[config.mk]
export PLATFORM = sky130hd
export DESIGN_NAME = fifo_rr_drain
export DESIGN_NICKNAME = d
export VERILOG_FILES = /design/src/rtl/fifo_pkg.sv /design/src/rtl/rr_arbiter.sv /design/src/rtl/fifo_rr_drain.sv
export SDC_FILE = /design/constraint.sdc
export NUM_CORES = 1
export LEC_CHECK = 0
export BUFFER_PORTS_ARGS = -buffer_cell sky130_fd_sc_hd__buf_2
export CAP_MARGIN = 20
export CORE_ASPECT_RATIO = 0.75
export CORE_MARGIN = 2
export CORE_UTILIZATION = 48
export CTS_BUF_LIST = sky130_fd_sc_hd__clkbuf_8
export DETAILED_ROUTE_END_ITERATION = 12
export GPL_TIMING_DRIVEN = 0
export PLACE_DENSITY = 0.88
export RECOVER_POWER = 100
export SLEW_MARGIN = 20
export SYNTH_ARGS = -nofsm -noshare
export SYNTH_HDL_FRONTEND = slang
export SYNTH_SLANG_ARGS = --single-unit
[constraint.sdc]
create_clock -name clk -period 4.4 [get_ports clk]
set_clock_uncertainty 0.15 [all_clocks]
set_input_delay 0.66 -clock clk [delete_from_list [all_inputs] [get_ports clk]]
set_output_delay 0.66 -clock clk [all_outputs]
set_load 0.01 [all_outputs]
[src/rtl/fifo_pkg.sv]
`timescale 1ns/1ps
`default_nettype none
//==============================================================================
// fifo_pkg : shared lane/width defaults and drain FSM encoding
// Rev 1.0
//==============================================================================
package fifo_pkg;

    localparam int DEF_N_DTPS     = 4;
    localparam int DEF_FIFO_WIDTH = 16;

    // Lane index width; N_DTPS is at least 2, so this is never zero.
    function automatic int lane_w(input int n);
        return (n > 1) ? $clog2(n) : 1;
    endfunction

    typedef enum logic [1:0] {
        IDLE = 2'd0,
        WAIT = 2'd1,
        HOLD = 2'd2
    } state_e;

endpackage : fifo_pkg
`default_nettype wire

[src/rtl/rr_arbiter.sv]
`timescale 1ns/1ps
`default_nettype none
//==============================================================================
// rr_arbiter : combinational round-robin pick of the lowest request at/after base
// Rev 1.0
//==============================================================================
module rr_arbiter
    import fifo_pkg::*;
#(
    parameter int N_DTPS = DEF_N_DTPS
) (
    input  logic [N_DTPS-1:0]         req_i,
    input  logic [lane_w(N_DTPS)-1:0] base_i,
    output logic                      gnt_valid_o,
    output logic [lane_w(N_DTPS)-1:0] gnt_idx_o
);

    localparam int LANE_W = lane_w(N_DTPS);

    // Descending scans so the lowest matching index is written last; the
    // second scan overrides the wrap-around pick only when a lane >= base hits.
    always_comb begin
        gnt_valid_o = 1'b0;
        gnt_idx_o   = '0;
        for (int i = N_DTPS - 1; i >= 0; i--) begin
            if (req_i[i]) begin
                gnt_valid_o = 1'b1;
                gnt_idx_o   = LANE_W'(i);
            end
        end
        for (int i = N_DTPS - 1; i >= 0; i--) begin
            if (req_i[i] && (i >= int'(base_i))) begin
                gnt_idx_o = LANE_W'(i);
            end
        end
    end

endmodule : rr_arbiter
`default_nettype wire

[src/rtl/fifo_rr_drain.sv]
`timescale 1ns/1ps
`default_nettype none
//==============================================================================
// fifo_rr_drain : round-robin drain of a FIFO bank into one valid/ready stream
// Rev 1.0
//==============================================================================
module fifo_rr_drain
    import fifo_pkg::*;
#(
    parameter int N_DTPS     = DEF_N_DTPS,
    parameter int FIFO_WIDTH = DEF_FIFO_WIDTH
) (
    input  logic                         clk,
    input  logic                         rst,
    input  logic [N_DTPS*FIFO_WIDTH-1:0] in_fifo,
    input  logic [N_DTPS-1:0]            is_fifo_empty,
    output logic [N_DTPS-1:0]            i_pop,
    output logic [FIFO_WIDTH-1:0]        o_data,
    output logic [lane_w(N_DTPS)-1:0]    o_lane,
    output logic                         o_valid,
    input  logic                         i_ready
);

    localparam int                LANE_W    = lane_w(N_DTPS);
    localparam logic [LANE_W-1:0] LAST_LANE = LANE_W'(N_DTPS - 1);

    state_e                  state_q, state_d;
    logic [LANE_W-1:0]       ptr_q, ptr_d;
    logic [LANE_W-1:0]       sel_q, sel_d;
    logic [LANE_W-1:0]       lane_q, lane_d;
    logic [FIFO_WIDTH-1:0]   data_q, data_d;
    logic                    valid_q, valid_d;

    logic [LANE_W-1:0]       ptr_adv;
    logic [LANE_W-1:0]       arb_base;
    logic [LANE_W-1:0]       gnt_idx;
    logic                    gnt_valid;
    logic                    handshake;
    logic [N_DTPS-1:0]       pop;
    logic [FIFO_WIDTH-1:0]   lane_data [N_DTPS];

    for (genvar k = 0; k < N_DTPS; k++) begin : g_unpack
        assign lane_data[k] = in_fifo[k*FIFO_WIDTH +: FIFO_WIDTH];
    end

    assign handshake = valid_q && i_ready;
    assign ptr_adv   = (sel_q == LAST_LANE) ? '0 : sel_q + LANE_W'(1);
    // In HOLD the only pop opportunity is the handshake cycle, which arbitrates
    // from the pointer as it will be after this transfer retires.
    assign arb_base  = (state_q == HOLD) ? ptr_adv : ptr_q;

    rr_arbiter #(
        .N_DTPS (N_DTPS)
    ) u_arb (
        .req_i       (~is_fifo_empty),
        .base_i      (arb_base),
        .gnt_valid_o (gnt_valid),
        .gnt_idx_o   (gnt_idx)
    );

    always_comb begin
        state_d = state_q;
        ptr_d   = ptr_q;
        sel_d   = sel_q;
        lane_d  = lane_q;
        data_d  = data_q;
        valid_d = valid_q;
        pop     = '0;
        case (state_q)
            IDLE: begin
                if (gnt_valid) begin
                    pop[gnt_idx] = 1'b1;
                    sel_d        = gnt_idx;
                    state_d      = WAIT;
                end
            end
            WAIT: begin
                data_d  = lane_data[sel_q];
                lane_d  = sel_q;
                valid_d = 1'b1;
                state_d = HOLD;
            end
            HOLD: begin
                if (handshake) begin
                    ptr_d   = ptr_adv;
                    valid_d = 1'b0;
                    if (gnt_valid) begin
                        pop[gnt_idx] = 1'b1;
                        sel_d        = gnt_idx;
                        state_d      = WAIT;
                    end else begin
                        state_d = IDLE;
                    end
                end
            end
            default: state_d = IDLE;
        endcase
    end

    // Pop is combinational from state, so it is masked while reset is held.
    assign i_pop   = rst ? '0 : pop;
    assign o_data  = data_q;
    assign o_lane  = lane_q;
    assign o_valid = valid_q;

    always_ff @(posedge clk or posedge rst) begin
        if (rst) begin
            state_q <= IDLE;
            ptr_q   <= '0;
            sel_q   <= '0;
            lane_q  <= '0;
            data_q  <= '0;
            valid_q <= 1'b0;
        end else begin
            state_q <= state_d;
            ptr_q   <= ptr_d;
            sel_q   <= sel_d;
            lane_q  <= lane_d;
            data_q  <= data_d;
            valid_q <= valid_d;
        end
    end

endmodule : fifo_rr_drain
`default_nettype wire

Word level (Yosys, flattened, before mapping). Index checks and enable logic that the tools add are counted.

Register bits after elaboration: 25. Bits in latches: 0. Bits in writable memories: 0. ROM bits: 0. Input port bits: 71. Output and inout port bits: 23. Logic and storage cells: 63. Memories kept: 0.

$add $sub $neg: 1. Multipliers: 0. Div/mod/pow operators: 0. Magnitude comparators: 6. Eq/ne operators: 5. Shift-type cells: 0. Multiplexer cells: 31. Bitwise logic cells: 2. Reductions and logical operators: 12.

Operators with widths (count): 16-bit binary-select mux with 2-bit select (1); 16-bit two-way mux (2); 2-bit two-way mux (13); 4-bit two-way mux (3); 4-bit case mux with 2 select lines (1); 2-bit AND reduction (4); 1-bit two-way mux (7); 2-bit case mux with 3 select lines (1); 1-bit logical AND (5); 2-bit equality test (second input constant) (2); 1-bit by 2-bit >= comparator with 1-bit output (first input constant) (2); 2-bit != test (second input constant) (2); 4-bit NOT (1); 2-bit case mux with 2 select lines (1); 2-bit nonzero test (2); 3-bit >= comparator (second input constant) (1); 2-bit by 3-bit < comparator with 1-bit output (second input constant) (1); 2-bit NOT with 3-bit output (1); 2-bit by 1-bit adder with 2-bit output (second input constant) (1); 1-bit demux with 2-bit select (1); 2-bit by 1-bit equality test with 1-bit output (second input constant) (1); 2-bit by 1-bit >= comparator with 1-bit output (second input constant) (1); 2-bit >= comparator (first input constant) (1); 2-bit zero test (1); 1-bit case mux with 2 select lines (1).

Longest topological paths before layout.
Word-level depth: 16. Depth in mapped cells: 6. Gate-level depth less buffers: 6.

By module. A second synthesis with hierarchy kept.

Cells, all modules: 147. Area total of the unflattened synthesis: 1510.2 sq um.

By module, submodules not included: fifo_rr_drain (times used 1, cells an instance 135, area an instance 1436.4 sq um, sequential area each 625.6 sq um); rr_arbiter (times used 1, cells an instance 12, area an instance 73.8 sq um, sequential area each 0.0 sq um).

Worst setup path before layout. Ideal clock, no wire load.

Path type: flip-flop to output port. Start point: register sel_q[0]. End point: output i_pop[1]. Data arrival time: 1.818 ns. Data required time: 3.590 ns. Path slack: 1.772 ns. Cell stages (with the launch flop): 7. Buffers on the path: 1. Cells stage by stage: dfrtp_1 > buf_4 > nor2_1 > mux2i_1 > or4b_4 > and3_4 > nor3_1.

Word-level cells in the longest chain between the ends: 16. Elaborated cells on any way between the ends: 22. Those cells by class: add/sub: 1; order compare: 5; eq/ne: 1; mux: 11; reduce/logical: 4.

RTL lines: from (decl) (line fifo_rr_drain.sv:29) `logic [LANE_W-1:0] sel_q, sel_d;`; from (signal assigned) (line fifo_rr_drain.sv:117) `sel_q <= sel_d;`; 2-bit by 1-bit adder with 2-bit output / 2-bit equality test (equally long branches) (line fifo_rr_drain.sv:47) `assign ptr_adv = (sel_q == LAST_LANE) ? '0 : sel_q + LANE_W'(1);`; 2-bit two-way mux (*) (line fifo_rr_drain.sv:47); 2-bit two-way mux (*) (line fifo_rr_drain.sv:50) `assign arb_base = (state_q == HOLD) ? ptr_adv : ptr_q;`; 2-bit >= comparator (line rr_arbiter.sv:32) `if (req_i[i] && (i >= int'(base_i))) begin`; 1-bit logical AND (line rr_arbiter.sv:32); 2-bit two-way mux (2 in a row) (line rr_arbiter.sv:32); 2-bit two-way mux (*) (line rr_arbiter.sv:32); 2-bit by 3-bit < comparator with 1-bit output (implied by the code) / 2-bit by 1-bit >= comparator with 1-bit output (equally long branches) (line fifo_rr_drain.sv:72, fifo_rr_drain.sv:88); 1-bit logical AND (implied by the code) (line fifo_rr_drain.sv:72, fifo_rr_drain.sv:88); 1-bit two-way mux (implied by the code) (line fifo_rr_drain.sv:72, fifo_rr_drain.sv:88); 1-bit demux with 2-bit select (*) (line fifo_rr_drain.sv:72, fifo_rr_drain.sv:88); 4-bit two-way mux (*) (line fifo_rr_drain.sv:71, fifo_rr_drain.sv:87); 4-bit two-way mux (line fifo_rr_drain.sv:84) `if (handshake) begin`; 4-bit case mux with 2 select lines (*) (line fifo_rr_drain.sv:69) `case (state_q)`; 4-bit two-way mux (*) (line fifo_rr_drain.sv:101) `assign i_pop = rst ? '0 : pop;`; to (decl) (line fifo_rr_drain.sv:17) `output logic [N_DTPS-1:0] i_pop,`.

Mark *: on every way between the ends. The rest lies on a longest branch, timed or not.

Final worst setup path.
Start point: register state_q[0]. End point: output i_pop[1].

Word-level cells in the longest chain between the ends: 15. Elaborated cells on any way between the ends: 21. Those cells by class: order compare: 5; eq/ne: 1; mux: 10; reduce/logical: 5.

RTL lines: from (decl) (line fifo_rr_drain.sv:27) `state_e state_q, state_d;`; from (signal assigned) (line fifo_rr_drain.sv:115) `state_q <= state_d;`; 2-bit equality test (line fifo_rr_drain.sv:50, fifo_rr_drain.sv:69); 2-bit two-way mux (line fifo_rr_drain.sv:50); 2-bit >= comparator (line rr_arbiter.sv:32); 1-bit logical AND (line rr_arbiter.sv:32); 2-bit two-way mux (3 in a row) (line rr_arbiter.sv:32); 2-bit by 3-bit < comparator with 1-bit output (implied by the code) / 2-bit by 1-bit >= comparator with 1-bit output (equally long branches) (line fifo_rr_drain.sv:72, fifo_rr_drain.sv:88); 1-bit logical AND (implied by the code) (line fifo_rr_drain.sv:72, fifo_rr_drain.sv:88); 1-bit two-way mux (implied by the code) (line fifo_rr_drain.sv:72, fifo_rr_drain.sv:88); 1-bit demux with 2-bit select (line fifo_rr_drain.sv:72, fifo_rr_drain.sv:88); 4-bit two-way mux (line fifo_rr_drain.sv:71, fifo_rr_drain.sv:87); 4-bit two-way mux (line fifo_rr_drain.sv:84); 4-bit case mux with 2 select lines (*) (line fifo_rr_drain.sv:69); 4-bit two-way mux (*) (line fifo_rr_drain.sv:101).

Marks and branches as above.

==> metrics.md <==
| Metric | Value |
|---|---|
| Cts hold-fix bufs | 0 |
| ANT cells | 0 |
| RSZ-0062 raised after global routing | no |
| Vias per Instance | 5.33 |
| Critical Path RT | 3.59 ns |
| Synth Net Count | 177 |
| Top cells by area, synth | dfrtp_1, mux4_2, mux2_2 |
| CTS buffer count | 3 |
| CP Launch Type | flip-flop |
| Logic pwr share | 0.586 |
| WL final | 3770 um |
| Crit path time final | 3.33 ns |
| Placed cells | 236 |
| Clk_lat worst skew | 0.26 ns |
| CTS clk-pin slew, worst paths | 0.08 ns |
| Post-DRT Antenna Nets | 0 |
| Post-synthesis compound-gate area fraction | 0.0345 |
| Crit path top cell by count | clkbuf_1 |
| PwrDens | 649 mW/mm^2 |
| Max incr delay on CP | 0.68 ns |
| Top-level I/O count | 94 |
| First-pass GRT wire length | 5750 um |
| Initial Utilization | 0.512 |
| Crit share post-route | 0.757 |
| Rel. slew slack | 0.362 |
| CP cell instances | nor2b_4 -> clkbuf_1 -> mux2i_1 -> or4b_2 -> and3_4 -> nor3_1 -> clkbuf_1 |
| DP HPWL | 3130 um |
| Max-slew violation count | 0 |
| Vias in the first global route | 1231 |
| Post-Synthesis Cells | 105 |
| Power Total | 1.32 mW |
| Setup TNS | 0 ns |
| Slowest cell on the critical path | or4b_2 |
| Hold path endpoint | o_data[10] |
| Post-CTS setup buffer count | 0 |
| # setup viols final | 0 |
| Initial antenna violation count | 0 |
| Post-synth top area cell | dfrtp_1 |
| Crit Path Max Fanout | 6 |
| Core area | 0.00298 mm^2 |
| Post-synth cell types | 32 |
| Drt first-iter violations | 79 |
| Post-CTS Resized | 0 |
| GRT overflow | 0 |
| Reg2Reg Setup Slack | 1.97 ns |
| Sequential power share | 0.315 |
| Worst Hold Class | flip-flop to flip-flop |
| FF-to-FF End | sel_q[1] |
| Fmax achieved | 0.300 GHz |
| Area grow syn2layout | 33.7% |
| Post-synthesis register bit count | 25 |
| Clk root buf | clkbuf_8 |
| Fin cells | 240 |
| Most frequent cells in the layout | buf_2, clkbuf_1, dfrtp_1 |
| All-Layer GR Usage | 0.205 |
| Hold depth | 1 |
| Syn_area_per_cell | 14.5 um^2 |
| Static Leak | 0.944 nW |
| Layout cells sized above 1 | 0.589 |
| Largest net degree at the start of global routing | 27 |
| Port Buffer Count | 93 |
| Commonest non-fill, non-tap cell in the layout | buf_2 |
| Cells on worst reg2reg path | 6 |
| XOR/XNOR Fraction of Synth Area | 0 |
| Largest family of logic cells by synthesized area | multiplexers |
| Die Area | 0.00365 mm^2 |
| Bufs on Longest Clock Path | 2 |
| Initial DRT Pass Iterations | 4 |
| Clk sinks | 25 |
| Post-synthesis mux area share | 0.430 |
| Synthesized area | 0.00153 mm^2 |
| Maximum capacitance violations | 0 |
| Clk pwr share | 0.099 |
| CP arrival | 2.52 ns |
| Nets | 275 |
| Core Util, Final | 0.685 |
| Hold_sp | o_data[10] |
| Post-synth top area share | 0.410 |
| DR DRC count | 0 |
| TritonCTS clock tree | built |
| Worst slew pin tran | 0.956 ns |
| Fillers | 235 |
| YS warnings | 0 |
| Register area share after synthesis | 0.410 |
| Peak VDD IR | 0.351 mV |
| FP Rows | 17 |
| Sw frac | 0.376 |
| Crit end category | primary output |
| NetSw | 0.498 mW |
| P_int | 0.826 mW |
| Simple logic cell fraction of the synthesized area | 0.0796 |
| Placer Congestion | 0.721 |
| Adder-Cell Fraction of Synth Area | 0.00820 |
| Die Ht | 52.8 um |
| Reg-to-Reg Start | state_q[0] |
| Hold Fails Final Rpt | 0 |
| Crit Path Class | flip-flop to primary output |
| Wire per inst | 15.7 um |
| Vias | 1278 |
| Die Span X | 69.1 um |
| Status | complete, no violations |
| H-tree depth | 1 |
-- kinds of logic (layout without fill, tap and decap cells) --
logic type / after synthesis / count (layout)
compound gates: 7 / 7
simple gates: 18 / 18
fa+ha+maj: 1 / 1
buf+inv: 12 / 109
flops: 25 / 25
mux: 42 / 42
-- cell usage after synthesis (all sizes together) --
master,n
a211oi,1
a21o,1
a21oi,1
a22oi,2
a32oi,1
and2b,1
and3,3
and4,1
buf,4
clkbuf,3
dfrtp,25
ha,1
inv,5
mux2,22
mux2i,4
mux4,16
nand2,2
nand3,2
nor2,3
nor2b,2
nor3,2
o211ai,1
or3,1
or4b,1
-- sequential cells by signal (all words and copies together), names as in the netlist --
name / count
o_data: 16
o_lane: 2
ptr_q: 2
sel_q: 2
state_q: 2
o_valid: 1
-- area by class of cell --
cell class	count	area, um^2	area share
multi-input combinational	68	835	0.409
sequential	25	626	0.307
timing repair buffer	93	435	0.213
tap	38	47.5	0.0233
clock buffer	3	41.3	0.0202
buffer	7	31.3	0.0153
inverter	5	18.8	0.00920
clock inverter	1	5.00	0.00245
-- worst max path at each step --
stage | from | endpoint | cells past startpoint
3_5_place_dp | is_fifo_empty[3] | i_pop[2] | 7
5_1_grt | state_q[0] | i_pop[1] | 7
3_3_place_gp | is_fifo_empty[3] | i_pop[2] | 7
6_report | state_q[0] | i_pop[1] | 7
2_1_floorplan | sel_q[0] | i_pop[1] | 6
4_1_cts | sel_q[0] | i_pop[1] | 7
-- critical path, delay by kind of cell, from the launching register on --
kind / cells / cell delay (ns)
buffers and inverters: 2 / 0.44
flip-flops: 1 / 0.42
multiplexers: 1 / 0.25
AND/OR/NAND/NOR: 4 / 1.17
-- power by group through the flow --
stage                     Combinational (mW)  Sequential [mW]  Clock (mW)
after floorplan                        0.550            0.456           0
after global placement                 0.800            0.409           0
after detailed placement               0.825            0.419           0
after CTS                              0.827            0.414       0.134
after global routing                   0.842            0.431       0.145
final                                  0.776            0.418       0.131
-- per-layer routing --
layer | vias up | share of wire | GRT usage
met2 | 52 | 0.53 | 0.378
met1 | 619 | 0.40 | 0.244
met3 | 2 | 0.068 | 0.0577
met4 | 0 | 0.0042 | 0.0392
li1 | 605 | - | -
met5 | - | 0 | 0
-- per-stage QoR --
step                instance area, um^2  setup WS, ns  hold WS (ns)
finish                             2040          1.07         0.362
global route                       2040         0.914         0.389
CTS                                2080          1.33         0.360
detailed placement                 2040          1.37         0.341
global placement                   2040          1.45         0.333
floorplan                          1530          1.77         0.347
Note: power is estimated with default switching activity, not from simulation.
